### src/rtl/video_vga_rx.sv
// Receive-side VGA timing decoder: recovers pixel coordinates, measures
// line/frame geometry, tracks lock and accumulates a per-frame checksum.
module video_vga_rx #(
    parameter int MAX_COUNT = 1023
) (
    input  logic        clk,
    input  logic        rst,
    input  logic [3:0]  vga_r,
    input  logic [3:0]  vga_g,
    input  logic [3:0]  vga_b,
    input  logic        vga_hsync,
    input  logic        vga_vsync,
    input  logic        vga_active,
    output logic [11:0] pixel_rgb,
    output logic [9:0]  pixel_x,
    output logic [9:0]  pixel_y,
    output logic        pixel_valid,
    output logic        line_start,
    output logic        frame_start,
    output logic [9:0]  h_total,
    output logic [9:0]  h_active_len,
    output logic [9:0]  h_sync_len,
    output logic [9:0]  v_total,
    output logic [9:0]  v_active_len,
    output logic [9:0]  v_sync_len,
    output logic [31:0] frame_sum,
    output logic        frame_sum_valid,
    output logic        locked,
    output logic        timing_error
);
    localparam logic [9:0] MAXC = 10'(MAX_COUNT);

    typedef enum logic [1:0] {SEARCH, MEASURE, LOCKED} state_t;

    state_t      state, state_n;
    logic [3:0]  r_q, g_q, b_q;
    logic        hsync_q, vsync_q, active_q;
    logic        hs_p, vs_p, to_q;
    logic [9:0]  hcnt, acnt, hsc, vcnt, y, vsc;
    logic [31:0] sum;
    logic [59:0] geo_ref;

    logic        hs, vs, hs_rise, hs_fall, vs_rise, vs_fall;
    logic        to_lvl, h_ok, v_ok, mism, ref_ld, fsv;
    logic [9:0]  x_cur, y_line, y_cur, vcnt_line;
    logic [9:0]  h_total_n, h_act_n, h_sync_n;
    logic [9:0]  v_total_n, v_act_n, v_sync_n;
    logic [59:0] geo_n;
    logic [11:0] rgb;
    logic [31:0] sum_frame;

    function automatic logic [9:0] inc(input logic [9:0] v);
        return (v == MAXC) ? v : v + 10'd1;
    endfunction

    assign hs      = ~hsync_q;
    assign vs      = ~vsync_q;
    assign hs_rise = hs & ~hs_p;
    assign hs_fall = ~hs & hs_p;
    assign vs_rise = vs & ~vs_p;
    assign vs_fall = ~vs & vs_p;
    assign rgb     = {r_q, g_q, b_q};
    assign to_lvl  = (hcnt == MAXC) || (vcnt == MAXC);

    always_comb begin
        x_cur     = hs_rise ? 10'd0 : acnt;
        y_line    = (hs_rise && acnt != 10'd0) ? inc(y) : y;
        y_cur     = vs_rise ? 10'd0 : y_line;
        vcnt_line = hs_rise ? inc(vcnt) : vcnt;
        h_ok      = hs_rise && (hcnt != MAXC);
        v_ok      = vs_rise && (vcnt != MAXC);
        h_total_n = h_ok ? hcnt + 10'd1 : h_total;
        // Blank lines keep the last visible line's active length.
        h_act_n   = (h_ok && acnt != 10'd0) ? acnt : h_active_len;
        h_sync_n  = hs_fall ? hsc : h_sync_len;
        v_total_n = v_ok ? vcnt_line : v_total;
        v_act_n   = v_ok ? y_line : v_active_len;
        v_sync_n  = vs_fall ? vsc : v_sync_len;
        geo_n     = {h_total_n, h_act_n, h_sync_n,
                     v_total_n, v_act_n, v_sync_n};
        sum_frame = sum + (active_q ? {20'd0, rgb} : 32'd0);
    end

    always_comb begin
        state_n = state;
        mism    = 1'b0;
        ref_ld  = 1'b0;
        fsv     = 1'b0;
        if (to_lvl) begin
            state_n = SEARCH;
        end else if (vs_rise) begin
            unique case (state)
                SEARCH: state_n = MEASURE;
                MEASURE: begin
                    ref_ld  = 1'b1;
                    fsv     = 1'b1;
                    state_n = LOCKED;
                end
                LOCKED: begin
                    fsv = 1'b1;
                    if (geo_n != geo_ref) begin
                        mism    = 1'b1;
                        ref_ld  = 1'b1;
                        state_n = MEASURE;
                    end
                end
                default: state_n = SEARCH;
            endcase
        end
    end

    always_ff @(posedge clk or posedge rst) begin
        if (rst) state <= SEARCH;
        else     state <= state_n;
    end

    always_ff @(posedge clk or posedge rst) begin
        if (rst) begin
            r_q             <= '0;
            g_q             <= '0;
            b_q             <= '0;
            hsync_q         <= 1'b1;
            vsync_q         <= 1'b1;
            active_q        <= 1'b0;
            hs_p            <= 1'b0;
            vs_p            <= 1'b0;
            to_q            <= 1'b0;
            hcnt            <= '0;
            acnt            <= '0;
            hsc             <= '0;
            vcnt            <= '0;
            y               <= '0;
            vsc             <= '0;
            sum             <= '0;
            geo_ref         <= '0;
            pixel_rgb       <= '0;
            pixel_x         <= '0;
            pixel_y         <= '0;
            pixel_valid     <= 1'b0;
            line_start      <= 1'b0;
            frame_start     <= 1'b0;
            h_total         <= '0;
            h_active_len    <= '0;
            h_sync_len      <= '0;
            v_total         <= '0;
            v_active_len    <= '0;
            v_sync_len      <= '0;
            frame_sum       <= '0;
            frame_sum_valid <= 1'b0;
            locked          <= 1'b0;
            timing_error    <= 1'b0;
        end else begin
            r_q      <= vga_r;
            g_q      <= vga_g;
            b_q      <= vga_b;
            hsync_q  <= vga_hsync;
            vsync_q  <= vga_vsync;
            active_q <= vga_active;
            hs_p     <= hs;
            vs_p     <= vs;
            to_q     <= to_lvl;
            hcnt     <= hs_rise ? 10'd0 : inc(hcnt);
            acnt     <= active_q ? inc(x_cur) : x_cur;
            hsc      <= hs_rise ? 10'd1 : (hs ? inc(hsc) : hsc);
            vcnt     <= vs_rise ? 10'd0 : vcnt_line;
            y        <= y_cur;
            // An hs edge coinciding with the vs edge belongs to the sync.
            vsc      <= vs_rise ? {9'd0, hs_rise}
                                : ((vs && hs_rise) ? inc(vsc) : vsc);
            sum      <= vs_rise ? 32'd0 : sum_frame;
            if (ref_ld) geo_ref <= geo_n;
            pixel_rgb       <= rgb;
            pixel_x         <= x_cur;
            pixel_y         <= y_cur;
            pixel_valid     <= active_q;
            line_start      <= hs_rise;
            frame_start     <= vs_rise;
            h_total         <= h_total_n;
            h_active_len    <= h_act_n;
            h_sync_len      <= h_sync_n;
            v_total         <= v_total_n;
            v_active_len    <= v_act_n;
            v_sync_len      <= v_sync_n;
            frame_sum_valid <= fsv;
            if (fsv) frame_sum <= sum_frame;
            locked          <= (state_n == LOCKED);
            timing_error    <= mism | (to_lvl & ~to_q);
        end
    end
endmodule

### config.mk
export PLATFORM = sky130hd
export DESIGN_NAME = video_vga_rx
export DESIGN_NICKNAME = d
export VERILOG_FILES = /design/src/rtl/video_vga_rx.sv
export SDC_FILE = /design/constraint.sdc
export NUM_CORES = 1
export LEC_CHECK = 0
export ABC_AREA = 1
export BUFFER_PORTS_ARGS = -buffer_cell sky130_fd_sc_hd__clkbuf_2
export CAP_MARGIN = 20
export CORE_MARGIN = 1
export CORE_UTILIZATION = 45
export DETAILED_ROUTE_END_ITERATION = 16
export PLACE_DENSITY = 0.66
export SLEW_MARGIN = 20
export SYNTH_ARGS = -nofsm -noshare
export SYNTH_HDL_FRONTEND = slang
export SYNTH_SLANG_ARGS = --single-unit
### constraint.sdc
create_clock -name clk -period 8.3 [get_ports clk]
set_input_delay 0.83 -clock clk [delete_from_list [all_inputs] [get_ports clk]]
set_output_delay 0.83 -clock clk [all_outputs]
set_load 0.01 [all_outputs]
Word level (Yosys, flattened, before mapping)
Cells that the tools add are included.

Register bits: 292. Input bits: 17. Output and inout bits: 130. Word-level logic and storage cells: 118.

Add/sub/neg operators: 7. Equality and inequality tests: 16. Multiplexer cells: 39. Bitwise operators: 11. Reductions and logical operators: 12.

Operators by type and width (count): 10-bit two-way mux (23); 10-bit by 1-bit adder with 10-bit output (second input constant) (6); 10-bit == test (second input constant) (6); 60-bit inequality test (1); 32-bit by 12-bit adder with 32-bit output (1); 32-bit two-way mux (1); 10-bit inequality test (second input constant) (2); 12-bit two-way mux (1); 10-bit nonzero test (1); 1-bit two-way mux (9); 2-bit two-way mux (3); 2-bit inequality test (second input constant) (3); 2-bit case mux with 3 select lines (1); 1-bit AND (5); 1-bit logical AND (5); 1-bit inverter (5); 2-bit == test (second input constant) (2); 2-bit AND reduction (2); 2-bit by 1-bit == test with 1-bit output (second input constant) (1); 2-bit logical NOT (1); 2-bit by 1-bit inequality test with 1-bit output (second input constant) (1); 1-bit case mux with 2 select lines (1); 2-bit nonzero test (1); 2-bit OR reduction (1); other kinds (2) (2).

Logic depth before layout (Yosys ltp)
Depth after elaboration: 11. Depth in mapped cells: 24. Gate-level depth less buffers: 23.

Worst setup path before layout
Ideal clock, no wire load.

Path type: reg-to-reg. Start point: register active_q. End point: register frame_sum[28]. Library setup time: 0.117 ns. Arrival time: 3.172 ns. Required time: 8.183 ns. Path slack: 5.011 ns. Cell stages (with the launch flop): 25. Buffers on the path: 1. Period minus slack after synthesis: 3.289 ns. Cells stage by stage: dfrtp_1 -> clkbuf_1 -> nand2_1 -> inv_1 -> ha_1 -> inv_1 -> fa_1 -> inv_1 -> nand3_1 -> nand2_1 -> a21oi_1 -> o21ai_1 -> a21oi_1 -> o21ai_1 -> nand2_1 -> nor2_1 -> nand2_1 -> nor2_1 -> nand2_1 -> nor2_2 -> nand3_1 -> nand2_1 -> nand2_1 -> nand2_1 -> nand2_1.

Word-level cells in the longest chain between the ends: 2.

Ends and longest elaborated chain: start: declaration (RTL line 37) `logic hsync_q, vsync_q, active_q;`; start signal: assignment (RTL line 158) `active_q <= vga_active;`; 12-bit two-way mux (RTL line 81) `sum_frame = sum + (active_q ? {20'd0, rgb} : 32'd0);`; 32-bit by 12-bit adder with 32-bit output (RTL line 81); end signal: assignment (RTL line 185) `if (fsv) frame_sum <= sum_frame;`; end: declaration (RTL line 26) `output logic [31:0] frame_sum,`.

No other way between the ends. A chain may end at the register's enable or synchronous reset.

Final worst setup path
Start point: register vcnt[0]. End point: register geo_ref[36].

Word-level cells in the longest chain between the ends: 9. Elaborated cells between the ends (all ways): 14. Classes of those cells: add/sub (1); eq/ne (3); mux (8); reduce/logical (2).

Ends and longest elaborated chain: start: declaration (RTL line 39) `logic [9:0] hcnt, acnt, hsc, vcnt, y, vsc;`; start signal: assignment (RTL line 165) `vcnt <= vs_rise ? 10'd0 : vcnt_line;`; 10-bit by 1-bit adder with 10-bit output / 10-bit == test (equally long branches) (RTL line 53) `return (v == MAXC) ? v : v + 10'd1;`; 10-bit two-way mux (RTL line 53); 10-bit two-way mux (RTL line 69) `vcnt_line = hs_rise ? inc(vcnt) : vcnt;`; 10-bit two-way mux (*) (RTL line 76) `v_total_n = v_ok ? vcnt_line : v_total;`; net v_total_n[7] (RTL line 47) `logic [9:0] v_total_n, v_act_n, v_sync_n;`; 60-bit inequality test (*) (RTL line 101) `if (geo_n != geo_ref) begin`; 1-bit two-way mux (*) (RTL line 101); 1-bit case mux with 2 select lines (*) (RTL line 92) `unique case (state)`; 1-bit two-way mux (*) (RTL line 91) `end else if (vs_rise) begin`; 1-bit two-way mux (*) (RTL line 89) `if (to_lvl) begin`; end signal: assignment (RTL line 171) `if (ref_ld) geo_ref <= geo_n;`; end: declaration (RTL line 41) `logic [59:0] geo_ref;`.

The timed path passes the listed nets; every way through them passes the cells marked *.

==> summary.txt <==
Status
  – Status: complete, no violations

Yosys
  – EDFF count, synth: 0
  – Area contributors post-synth: dfrtp_1 53%, nand2_1 14%, inv_1 5.2%
  – Mapped Nets: 1,705
  – Register area share after synthesis: 53.2%
  – Yosys cell types: 45
  – Leading area contributor after synthesis: dfrtp_1
  – Post-synth top area share: approximately 53%
  – Yosys warnings: 0
  – Register bit total from synthesis: 292
  – Post-synth ARST share: between 90% and 100%
  – Syn Area/Cell: between 8 and 9 µm²
  – Area of the mapped netlist: ~14,000 µm²
  – Post-Syn Instances: between 1,500 and 2,000
  – Top FF cell, synth: dfrtp_1

STA
  – # setup viols final: 0
  – Tmin final: 4.67 ns
  – Fmax: about 210 MHz
  – Worst Max-Slew Pin Slew: 0.992 ns
  – Clock Skew: ~0.010 ns
  – Max_slew headroom: between 30 and 40%
  – RSZ-0062 raised after global routing: false
  – Crit share post-route: 56.3%
  – Final Hold Viols: 0
  – TNS Setup: 0 ns
  – Max-slew violation count: 0

Floorplan
  – Row cnt: between 60 and 70
  – Die Span Y: about 180 µm
  – Core ar.: roughly 30,000 µm²
  – Die X: 177 µm
  – I/O pin total: about 150
  – Starting density of the core: 46.0%
  – Die area: approximately 31,000 µm²

Routing
  – Via count: roughly 11,000
  – Number of DRC markers in iteration 0: between 800 and 900
  – ANT nets after route: 0
  – DRC viols: 0
  – Detailed Routing Iterations Pass 1: 5
  – DRT Wirelength: around 32,000 µm
  – Vias per Instance: between 5 and 6
  – Wire per inst: ~15 µm

Clock network
  – CTS Sinks: about 290
  – CTS tree: done
  – Clock-pin slew on the worst setup and hold paths: 0.06 ns
  – Clock latency on the worst-skew pair: 0.56 ns
  – H-Tree Depth: 1
  – Setup Buffers After CTS: 0
  – Root Buffer: clkbuf_16
  – CTS Hold Bufs: 0
  – Clock buffer count from CTS: 31
  – Max Buffers Root-to-Sink: 3
  – Resized Gates After CTS: 0

Finish
  – Total inserted antenna cells: 0
  – Area grow syn2layout: 15.3%
  – Post-route cell area: approximately 16,000 µm²
  – Share of layout cells above drive strength 1: around 14%
  – Non-filler cells in the finished layout: between 2,000 and 2,500
  – Nets: approximately 1,800

Placement
  – Placed cells: between 2,000 and 2,500
  – Placed cell area: roughly 15,000 µm²
  – Gpl congestion: ~0.88
  – IO Port Bufs: around 150
  – Dpl hpwl: about 23,000 µm

Power and ir drop
  – Int Pwr: roughly 2.9 mW
  – NetSw: approximately 1.3 mW
  – Sw Ratio: roughly a third
  – Leak: about 8.2 nW
  – Combinational share of power: between 20% and 30%
  – Power Density: roughly 270 nW/µm²
  – Clk pwr share: about 34%
  – Maximum VDD drop: 0.000177 V
  – Seq pwr share: a little over two fifths

GRT
  – Initial antenna violation count: 0
  – Vias in the first global route: 10,500
  – Total gr overflow: 0
  – First-pass GRT wire length: 53,300 µm
  – Total global-route track usage: 21.2%
  – Largest net degree at the start of global routing: 80

Worst setup path
  – Worst r2r src: vcnt[0]$_DFF_PP0_
  – Worst EP arrival: roughly 5.1 ns
  – Critical path data required time: 8.71 ns
  – R2R Setup Slk: 3.63 ns
  – WS Path Type: reg2reg
  – Worst R2R Path Depth: 17
  – Crit path launch type: register
  – Slowest CP cell: nand2_2
  – R2r endpoint: geo_ref[36]$_DFFE_PP0P_
  – Cell family with most CP delay: simple AND/OR/NAND/NOR gates
  – Crit path largest cell delay: between 0.5 and 0.6 ns
  – Crit path buffers/inverters: 2
  – Kind of end point of the critical path: register
  – Critical path, cell by cell: ha_1 -> nand2_1 -> nor2_2 -> nand3_1 -> nand2_2 -> inv_2 -> or2_0 -> and2_1 -> nor2_1 -> nor2_1 -> nand3_1 -> nor2_2 -> nand2_1 -> nand2_2 -> a21oi_4 -> buf_4 -> o21ai_0
  – CP max FO: 40

Flow run
  – MaxCap Viol Count: 0

Min path
  – Hold Path Depth: 1
  – Path category of the worst min-delay check: in2reg
  – Min-delay src: vga_vsync
  – Hold path endpoint: vsync_q$_DFF_PP1_
[placed cells by master (no fill, tap or decap), drive strengths merged, types with 14 or more instances in the layout]
cell type / Yosys / routed
a21oi: 38 / 38
clkbuf: 19 / 194
dfrtp: 290 / 290
ha: 22 / 22
inv: 198 / 197
nand2: 534 / 534
nand3: 131 / 131
nand4: 22 / 22
nor2: 146 / 146
o21ai: 132 / 132
xnor2: 14 / 14
xor2: 29 / 29
[layer usage]
layer,part of all wire [%],up-vias,track usage [%]
li1,-,5576,-
met5,0,-,0
met3,4.7,53,2.88
met2,46,271,34.4
met1,47,5338,29.8
met4,2.4,0,5.71
[synthesized netlist by cell type (7+ instances only)]
library cell and number:
o21ai_0 98, nand4_1 22, xnor2_1 14, nand3b_1 9, ha_1 22, nand2_2 14
buf_6 8, nand2_1 519, dfrtp_1 290, o211ai_1 12, o21ai_1 28, inv_1 191
xor2_1 29, nor3_1 12, buf_2 13, nand3_1 126, clkbuf_1 18, a21oi_1 37
inv_2 7, nor2_1 138
[metrics by stage]
step,power [mW],setup WS [ns],util (%),hold slack [ns]
after floorplan,2.48,3.60,-,0.354
after global placement,2.78,3.80,49.4,0.361
after detailed placement,2.80,3.68,49.4,0.365
after CTS,4.27,3.64,53.0,0.330
after global routing,4.49,3.25,53.0,0.341
final,4.23,3.63,53.0,0.354
[logic make-up after synthesis]
family	after synthesis	synth area share, %
and+or+nand+nor	866	26.6
AOI/OAI and AO/OA	196	7.86
xor gates and xnor gates	43	2.74
buffers and inverters	245	7.42
DFF	292	53.2
adders and majority gates	23	2.15
[registers in the layout, indices dropped and copies added (netlist names), 12 cells and up]
signal	cells
pixel_rgb	12
frame_sum	32
sum	32
geo_ref	60
[final cells by class]
class | instances | area (µm²)
Fill cell | 2789 | 14000
Clock inverter | 7 | 114
Timing Repair Buffer | 154 | 791
Tap cell | 390 | 488
Sequential cell | 292 | 7310
Clock buffer | 48 | 980
Multi-Input combinational cell | 1128 | 5410
Inverter | 198 | 747
[power by group through the flow]
stage               Combinational (mW)  Sequential [mW]  Clock (mW)
detailed placement               0.964             1.83           0
global route                      1.11             1.84        1.54
finish                           0.963             1.81        1.45
global placement                 0.948             1.83           0
CTS                              0.972             1.81        1.48
floorplan                        0.650             1.83           0
[worst max-delay path by stage]
stage | startpoint | to | cells after the start | slack [ns]
floorplan | rst | acnt[0]$_DFF_PP0_ | 1 | 3.60
global placement | vcnt[0]$_DFF_PP0_ | geo_ref[6]$_DFFE_PP0P_ | 17 | 3.80
detailed placement | vcnt[0]$_DFF_PP0_ | geo_ref[36]$_DFFE_PP0P_ | 17 | 3.68
CTS | vcnt[0]$_DFF_PP0_ | geo_ref[36]$_DFFE_PP0P_ | 17 | 3.64
global route | vcnt[0]$_DFF_PP0_ | geo_ref[15]$_DFFE_PP0P_ | 18 | 3.25
finish | vcnt[0]$_DFF_PP0_ | geo_ref[36]$_DFFE_PP0P_ | 17 | 3.63
(Power assumes the default switching activity.)
